<file path="config.mk">
export PLATFORM = sky130hd
export DESIGN_NAME = mem_wb_stage
export DESIGN_NICKNAME = d
export VERILOG_FILES = /design/src/rtl/mem_wb_stage.sv
export SDC_FILE = /design/constraint.sdc
export NUM_CORES = 1
export LEC_CHECK = 0
export CAP_MARGIN = 20
export CORE_MARGIN = 4
export CORE_UTILIZATION = 40
export DETAILED_ROUTE_END_ITERATION = 12
export HOLD_SLACK_MARGIN = 0.03
export PLACE_DENSITY = 0.77
export RECOVER_POWER = 50
export SLEW_MARGIN = 20
export SYNTH_ARGS = -nofsm -noshare
export SYNTH_HDL_FRONTEND = slang
export SYNTH_SLANG_ARGS = --single-unit
export TNS_END_PERCENT = 100
</file>
<file path="constraint.sdc">
create_clock -name clk -period 2.15 [get_ports clk]
set_clock_uncertainty 0.1 [all_clocks]
set_input_delay 0.3225 -clock clk [delete_from_list [all_inputs] [get_ports clk]]
set_output_delay 0.3225 -clock clk [all_outputs]
set_load 0.03 [all_outputs]
</file>
<file path="src/rtl/mem_wb_stage.sv">
// Memory-access / writeback stage: data memory req/ack and register write port.
// Optional misaligned-access trap enabled by defining MISALIGN_CHECK_EN.
module mem_wb_stage #(
  parameter int DATA_W = 32,
  parameter int REG_AW = 5
) (
  input  logic              clk,
  input  logic              rst,
  input  logic              in_valid,
  output logic              in_ready,
  input  logic              in_wreg,
  input  logic [REG_AW-1:0] in_waddr,
  input  logic [DATA_W-1:0] in_result,
  input  logic              in_load,
  input  logic              in_store,
  input  logic [2:0]        in_funct3,
  input  logic [DATA_W-1:0] in_sdata,
  output logic              mem_req,
  output logic              mem_we,
  output logic [DATA_W-1:0] mem_addr,
  output logic [3:0]        mem_be,
  output logic [DATA_W-1:0] mem_wdata,
  input  logic              mem_ack,
  input  logic [DATA_W-1:0] mem_rdata,
  output logic              we,
  output logic [REG_AW-1:0] waddr,
  output logic [DATA_W-1:0] wdata,
  output logic              pend_valid,
  output logic [REG_AW-1:0] pend_waddr,
  output logic              exc_misalign,
  output logic [DATA_W-1:0] exc_addr
);

  typedef enum logic {IDLE, MEM} state_t;

  state_t            state;
  state_t            state_nxt;
  logic              accept;
  logic              is_load;
  logic              is_store;
  logic              is_mem;
  logic              misal;
  logic [2:0]        lat_f3;
  logic [1:0]        lat_off;
  logic [3:0]        be_nxt;
  logic [DATA_W-1:0] sdata_nxt;
  logic [7:0]        ld_byte;
  logic [15:0]       ld_half;
  logic [DATA_W-1:0] ld_data;

  assign in_ready = (state == IDLE) && rst;
  assign accept   = in_valid && in_ready;
  assign is_load  = in_load;
  assign is_store = in_store && !in_load;
  assign is_mem   = is_load || is_store;

  // misaligned-access detection (constant 0 when the trap is disabled)
  always_comb begin
    misal = 1'b0;
`ifdef MISALIGN_CHECK_EN
    if (is_load) begin
      case (in_funct3)
        3'b000, 3'b100: misal = 1'b0;
        3'b001, 3'b101: misal = in_result[0];
        default:        misal = |in_result[1:0];
      endcase
    end else if (is_store) begin
      case (in_funct3)
        3'b000:  misal = 1'b0;
        3'b001:  misal = in_result[0];
        default: misal = |in_result[1:0];
      endcase
    end
`endif
  end

  // store byte enables and lane-replicated write data
  always_comb begin
    be_nxt    = 4'b1111;
    sdata_nxt = in_sdata;
    case (in_funct3)
      3'b000: begin
        be_nxt    = 4'b0001 << in_result[1:0];
        sdata_nxt = {4{in_sdata[7:0]}};
      end
      3'b001: begin
        be_nxt    = in_result[1] ? 4'b1100 : 4'b0011;
        sdata_nxt = {2{in_sdata[15:0]}};
      end
      default: begin
        be_nxt    = 4'b1111;
        sdata_nxt = in_sdata;
      end
    endcase
  end

  // load lane selection and sign/zero extension
  always_comb begin
    ld_byte = mem_rdata[{lat_off, 3'b000} +: 8];
    ld_half = lat_off[1] ? mem_rdata[31:16] : mem_rdata[15:0];
    case (lat_f3)
      3'b000:  ld_data = {{(DATA_W-8){ld_byte[7]}}, ld_byte};
      3'b100:  ld_data = {{(DATA_W-8){1'b0}}, ld_byte};
      3'b001:  ld_data = {{(DATA_W-16){ld_half[15]}}, ld_half};
      3'b101:  ld_data = {{(DATA_W-16){1'b0}}, ld_half};
      default: ld_data = mem_rdata;
    endcase
  end

  // state register
  always_ff @(posedge clk or negedge rst) begin
    if (!rst) state <= IDLE;
    else      state <= state_nxt;
  end

  // next state: enter MEM on an issued access, leave on ack
  always_comb begin
    state_nxt = state;
    unique case (state)
      IDLE: if (accept && is_mem && !misal) state_nxt = MEM;
      MEM:  if (mem_ack) state_nxt = IDLE;
      default: state_nxt = IDLE;
    endcase
  end

  // memory bus, writeback and pending-load registers
  always_ff @(posedge clk or negedge rst) begin
    if (!rst) begin
      we         <= 1'b0;
      waddr      <= '0;
      wdata      <= '0;
      mem_req    <= 1'b0;
      mem_we     <= 1'b0;
      mem_addr   <= '0;
      mem_be     <= '0;
      mem_wdata  <= '0;
      pend_valid <= 1'b0;
      pend_waddr <= '0;
      lat_f3     <= '0;
      lat_off    <= '0;
    end else begin
      we <= 1'b0;
      if (accept && is_mem && !misal) begin
        mem_req    <= 1'b1;
        mem_we     <= is_store;
        mem_addr   <= {in_result[DATA_W-1:2], 2'b00};
        mem_be     <= is_store ? be_nxt : 4'b1111;
        mem_wdata  <= sdata_nxt;
        pend_valid <= is_load && in_wreg && (in_waddr != '0);
        pend_waddr <= in_waddr;
        lat_f3     <= in_funct3;
        lat_off    <= in_result[1:0];
      end else if (accept && !is_mem) begin
        we    <= in_wreg && (in_waddr != '0);
        waddr <= in_waddr;
        wdata <= in_result;
      end
      if (state == MEM && mem_ack) begin
        mem_req    <= 1'b0;
        pend_valid <= 1'b0;
        if (pend_valid) begin
          we    <= 1'b1;
          waddr <= pend_waddr;
          wdata <= ld_data;
        end
      end
    end
  end

`ifdef MISALIGN_CHECK_EN
  // one-cycle trap pulse with the faulting address
  always_ff @(posedge clk or negedge rst) begin
    if (!rst) begin
      exc_misalign <= 1'b0;
      exc_addr     <= '0;
    end else begin
      exc_misalign <= accept && misal;
      if (accept && misal) exc_addr <= in_result;
    end
  end
`else
  assign exc_misalign = 1'b0;
  assign exc_addr     = '0;
`endif

endmodule

</file>
After elaboration in Yosys (flattened, before gate mapping)
Cells that the tools add are included.
{"block": "op_classes", "bitwise_logic": 1, "eq_ne": 4, "muxes": 25, "n_shift": 2, "n_reduce_logical": 16}
{"operator": "$mux W32", "count": 4}
{"operator": "$pmux W32 S4", "count": 1}
{"operator": "$pmux W32 S2", "count": 1}
{"operator": "$shiftx A32 B6 Y8", "count": 1}
{"operator": "$mux W5", "count": 4}
{"operator": "$mux W16", "count": 1}
{"operator": "$mux W1", "count": 10}
{"operator": "$logic_and A1 B1 Y1", "count": 9}
{"operator": "$mux W4", "count": 2}
{"operator": "$pmux W4 S2", "count": 1}
{"operator": "$eq A3 B1 Y1 const B", "count": 2}
{"operator": "$eq A3 B3 Y1 const B", "count": 2}
{"operator": "$logic_not A3 Y1", "count": 2}
{"operator": "$reduce_bool A5 Y1", "count": 1}
{"operator": "$shl A1 B2 Y4 const A", "count": 1}
{"operator": "$logic_not A1 Y1", "count": 2}
{"operator": "$pmux W1 S2", "count": 1}
{"operator": "$reduce_bool A2 Y1", "count": 1}
{"operator": "$logic_or A1 B1 Y1", "count": 1}
{"operator": "$not A1 Y1", "count": 1}
{"block": "word_totals", "register_bits": 118, "in_bits": 111, "out_inout_bits": 148, "elab_cells": 61}

Longest topological paths before layout
{"block": "depth", "word_depth": 9, "mapped_depth": 7, "mapped_depth_nobuf": 4}

Least setup slack after synthesis
Ideal clock, no wire load.
{"block": "synth_timing", "path_type": "reg2reg", "start": "reg lat_off[1]", "end": "reg wdata[21]", "setup_time_ns": 0.144, "required_ns": 1.906, "path_buffers": 1, "stages_incl_launch_ff": 6, "arrival_time_ns": 1.425, "synth_period_minus_slack_ns": 1.670, "path_slack_ns": 0.480, "path_cell_list": "dfrtp_1 inv_2 mux4_2 a21oi_4 buf_6 a32oi_1"}
{"block": "synth_via", "elab_chain_cells": 4, "word_cells_on_any_way": 5, "cone_classes": "1 x shift; 4 x mux"}
{"element": "start, declared", "line_no": "44", "text": "logic [1:0] lat_off;"}
{"element": "start signal, assigned", "line_no": "152", "text": "lat_off <= in_result[1:0];"}
{"element": "$shiftx A32 B6 Y8 or $mux W16 (tied branches)", "line_no": "99, 100"}
{"element": "$pmux W32 S4 (*)", "line_no": "101", "text": "case (lat_f3)"}
{"element": "$mux W32 (*)", "line_no": "161", "text": "if (pend_valid) begin"}
{"element": "$mux W32 (*)", "line_no": "158", "text": "if (state == MEM && mem_ack) begin"}
{"element": "end signal, assigned", "line_no": "156", "text": "wdata <= in_result;"}
{"element": "end signal, assigned", "line_no": "164", "text": "wdata <= ld_data;"}
{"element": "end, declared", "line_no": "27", "text": "output logic [DATA_W-1:0] wdata,"}
Every way passes the cells marked *; elsewhere a longest branch is shown, timed or not.
A chain may end at the register's enable or synchronous reset.

Worst setup path after layout
{"block": "layout_timing", "start": "reg lat_off[1]", "end": "reg wdata[10]"}
Same word-level chain as after synthesis.

==> run metrics <==
startpoint types flop; routed vias/inst 5.07; Final #Nets 996; row count 43; Arrival @ worst endpoint 2220 ps; slowest cell delay on critical path 730 ps; H-tree levels 4; Clock Latency Late Sink 410 ps; gpl congestion 0.868; Syn Area/Cell 8.94 sq um; crit-path max FO 11; critical-path cell list nor2b_1 > a22o_1 > a22oi_1 > a32oi_1; Flop pwr share 0.308; switch share 0.356; first drt pass iteration count 5; Die Ht 129 microns; post-synthesis async set-or-reset flop share 1.00; relative slew slack 0.273; peak supply drop 0.595 mV; largest net degree at the start of global routing 119; final setup vio count 0; top layer in use met4; post-detailed-route DRC marker count 0; reported net switching power 3.68 mW; wire length on met3 1320 microns; HPWL Detailed 13,800 microns; Peak Freq 503 MHz; CTS tree done; Power Internal 6.64 mW; Congestion Overflow GR 0; top cells by area, synth dfrtp_1, nand2_1, mux2i_1, buf_4, a32oi_1; library cells used by synthesis 44; ANT nets after route 0; Synth top cells by count nand2_1, dfrtp_1, o21ai_0, mux2i_1, buf_4; Main synth FF type dfrtp_1; Slew Limit Fails 0; Setup Crit Path Kind flop to flop; die area 16,600 sq um; Filler cells 1,203; Crit. End Element flop; status completed; vias in the first global route 5,323; number of synthesized flops with an enable pin 0; CTS clock-pin slew for the worst setup and hold paths 50 ps; wire per inst 17.8 microns; Num Clock Sinks 118; clock root cell clkbuf_16; yosys warns 0; area occupied by multi-input gates 2590 sq um; worst slew pin tran 1090 ps; Pwr per Cell Area 1160 nW/um^2; top-count cell post-synth nand2_1; Data required, critical path 2380 ps; Leak 4.04 nW; Core Box Area 14,100 sq um; leading area contributor after synthesis dfrtp_1; Gate Count Post-Synth 655; top cell type's share of synthesized area 0.504; min Tclk post-route 1990 ps; HP Class input pin to flop; register area share after synthesis 0.504; setup tns final 0 ps; RSZ-0062 raised after global routing false; ANT cells 0; WL met2 8720 microns; Crit-path slowest cell nor2b_1; CTS buffer count 17; Die X 129 microns; area occupied by registers 2950 sq um; final worst-path cycle share 0.925; IO Port Bufs 223; share of cells above drive strength 1 0.0735; Global Route Usage Sum 0.229; placed insts 1,045; setup bufs post-CTS 0; max-cap viol count 0; Synth Register Bits 118; Initial DRC Count 412; Clock Tree Buf Depth 2; initial antenna violation count 0; I/O pins 259; vias 5,462; final hold vios 0; initial core utilization 0.415; clock power share 0.308; final WL 19,200 microns; first-pass GRT wire length 29,600 microns; cell area after synthesis 5860 sq um; Comb pwr share 0.384; M1 WL 8430 microns; final cell count without fillers 1,078; area grow syn2layout 52.1%
==> timing repair <==
item | 4_1_cts | 5_1_grt
resized for setup | 0 | 0
endpoints found under the setup margin | 0 | 0
endpoints found under the hold margin | 118 | 0
hold buffers | 1 | 0
==> metal layers <==
metal  GRT usage  vias to the layer above
met2       0.342                      232
li1            -                     2628
met3      0.0511                       40
met4       0.106                        0
met5           0                        -
met1       0.317                     2562
==> state kept, by name, summed over array words and instances (netlist names) <==
name and count:
mem_we 1, lat_off 2, mem_req 1, pend_waddr 5
mem_be 4, mem_addr 30, wdata 32, mem_wdata 32
lat_f3 3, waddr 5, pend_valid 1, state 1
we 1
==> cells by family after synthesis <==
group,count (synthesis),share of synthesized area
compound gates,125,0.145
flops,118,0.504
buf+inv,79,0.0786
mux,38,0.0699
simple gates,294,0.202
other cells,1,0.000640
==> worst max-delay path: cells and delay by family (launching register included) <==
| kind | cells | cell delay, ps |
|---|---|---|
| DFF | 1 | 540 |
| AOI/OAI and AO/OA | 3 | 530 |
| and+or+nand+nor | 1 | 730 |
==> through the flow <==
step / hold WS [ps] / setup slack, ps / power (mW) / util / cell area, sq um
floorplan: -73.1 / 480 / 5.39 / - / 5980
global placement: 357 / 67.9 / 7.13 / 0.588 / 8300
detailed placement: 361 / 56.1 / 7.19 / 0.588 / 8300
CTS: 351 / 169 / 10.4 / 0.636 / 8960
global route: 371 / 49.6 / 10.8 / 0.632 / 8910
finish: 366 / 161 / 10.3 / 0.632 / 8910
==> area by class of cell <==
type / instances / area share
Tap cell: 180 / 0.0253
Clock buffer: 23 / 0.0548
Inverter: 3 / 0.00126
Sequential cell: 118 / 0.331
Multi-Input combinational cell: 492 / 0.290
Clock inverter: 9 / 0.0191
Timing Repair Buffer: 253 / 0.278
==> path summary, 6_finish.rpt <==
check	startpoint	to	slack, ps	cells past startpoint
worst min-delay path	in_result[30]	mem_addr[30]$_DFFE_PN0P_	370	3
worst max-delay path	lat_off[1]$_DFFE_PN0P_	wdata[10]$_DFF_PN0_	160	4
min in group asynchronous	rst	we$_DFF_PN0_	750	3
worst min register to register	mem_addr[11]$_DFFE_PN0P_	mem_addr[11]$_DFFE_PN0P_	370	2
worst max register to register	lat_off[1]$_DFFE_PN0P_	wdata[10]$_DFF_PN0_	160	4
max in group asynchronous	rst	wdata[23]$_DFF_PN0_	500	3
==> power by group through the flow <==
| stage | sequential, mW | combinational, mW | clock [mW] |
|---|---|---|---|
| after floorplan | 4.33 | 1.06 | 0 |
| after global placement | 3.19 | 3.94 | 0 |
| after detailed placement | 3.20 | 3.99 | 0 |
| after CTS | 3.18 | 4.01 | 3.22 |
| after global routing | 3.26 | 4.20 | 3.34 |
| final | 3.18 | 3.97 | 3.18 |
==> cells in the final DEF (no fill, tap or decap), drive strengths merged, types with 4 or more instances in the layout <==
master / n
clkbuf: 27
conb: 35
a22oi: 9
dfrtp: 118
or3: 7
buf: 27
bufinv: 5
nor2b: 8
a31oi: 5
nor2: 11
a32oi: 24
mux2i: 36
o21ai: 42
clkinv: 4
a21oi: 16
clkdlybuf4s50: 221
o22ai: 7
a22o: 5
nand2: 259
o22a: 5
(Power assumes the default switching activity.)
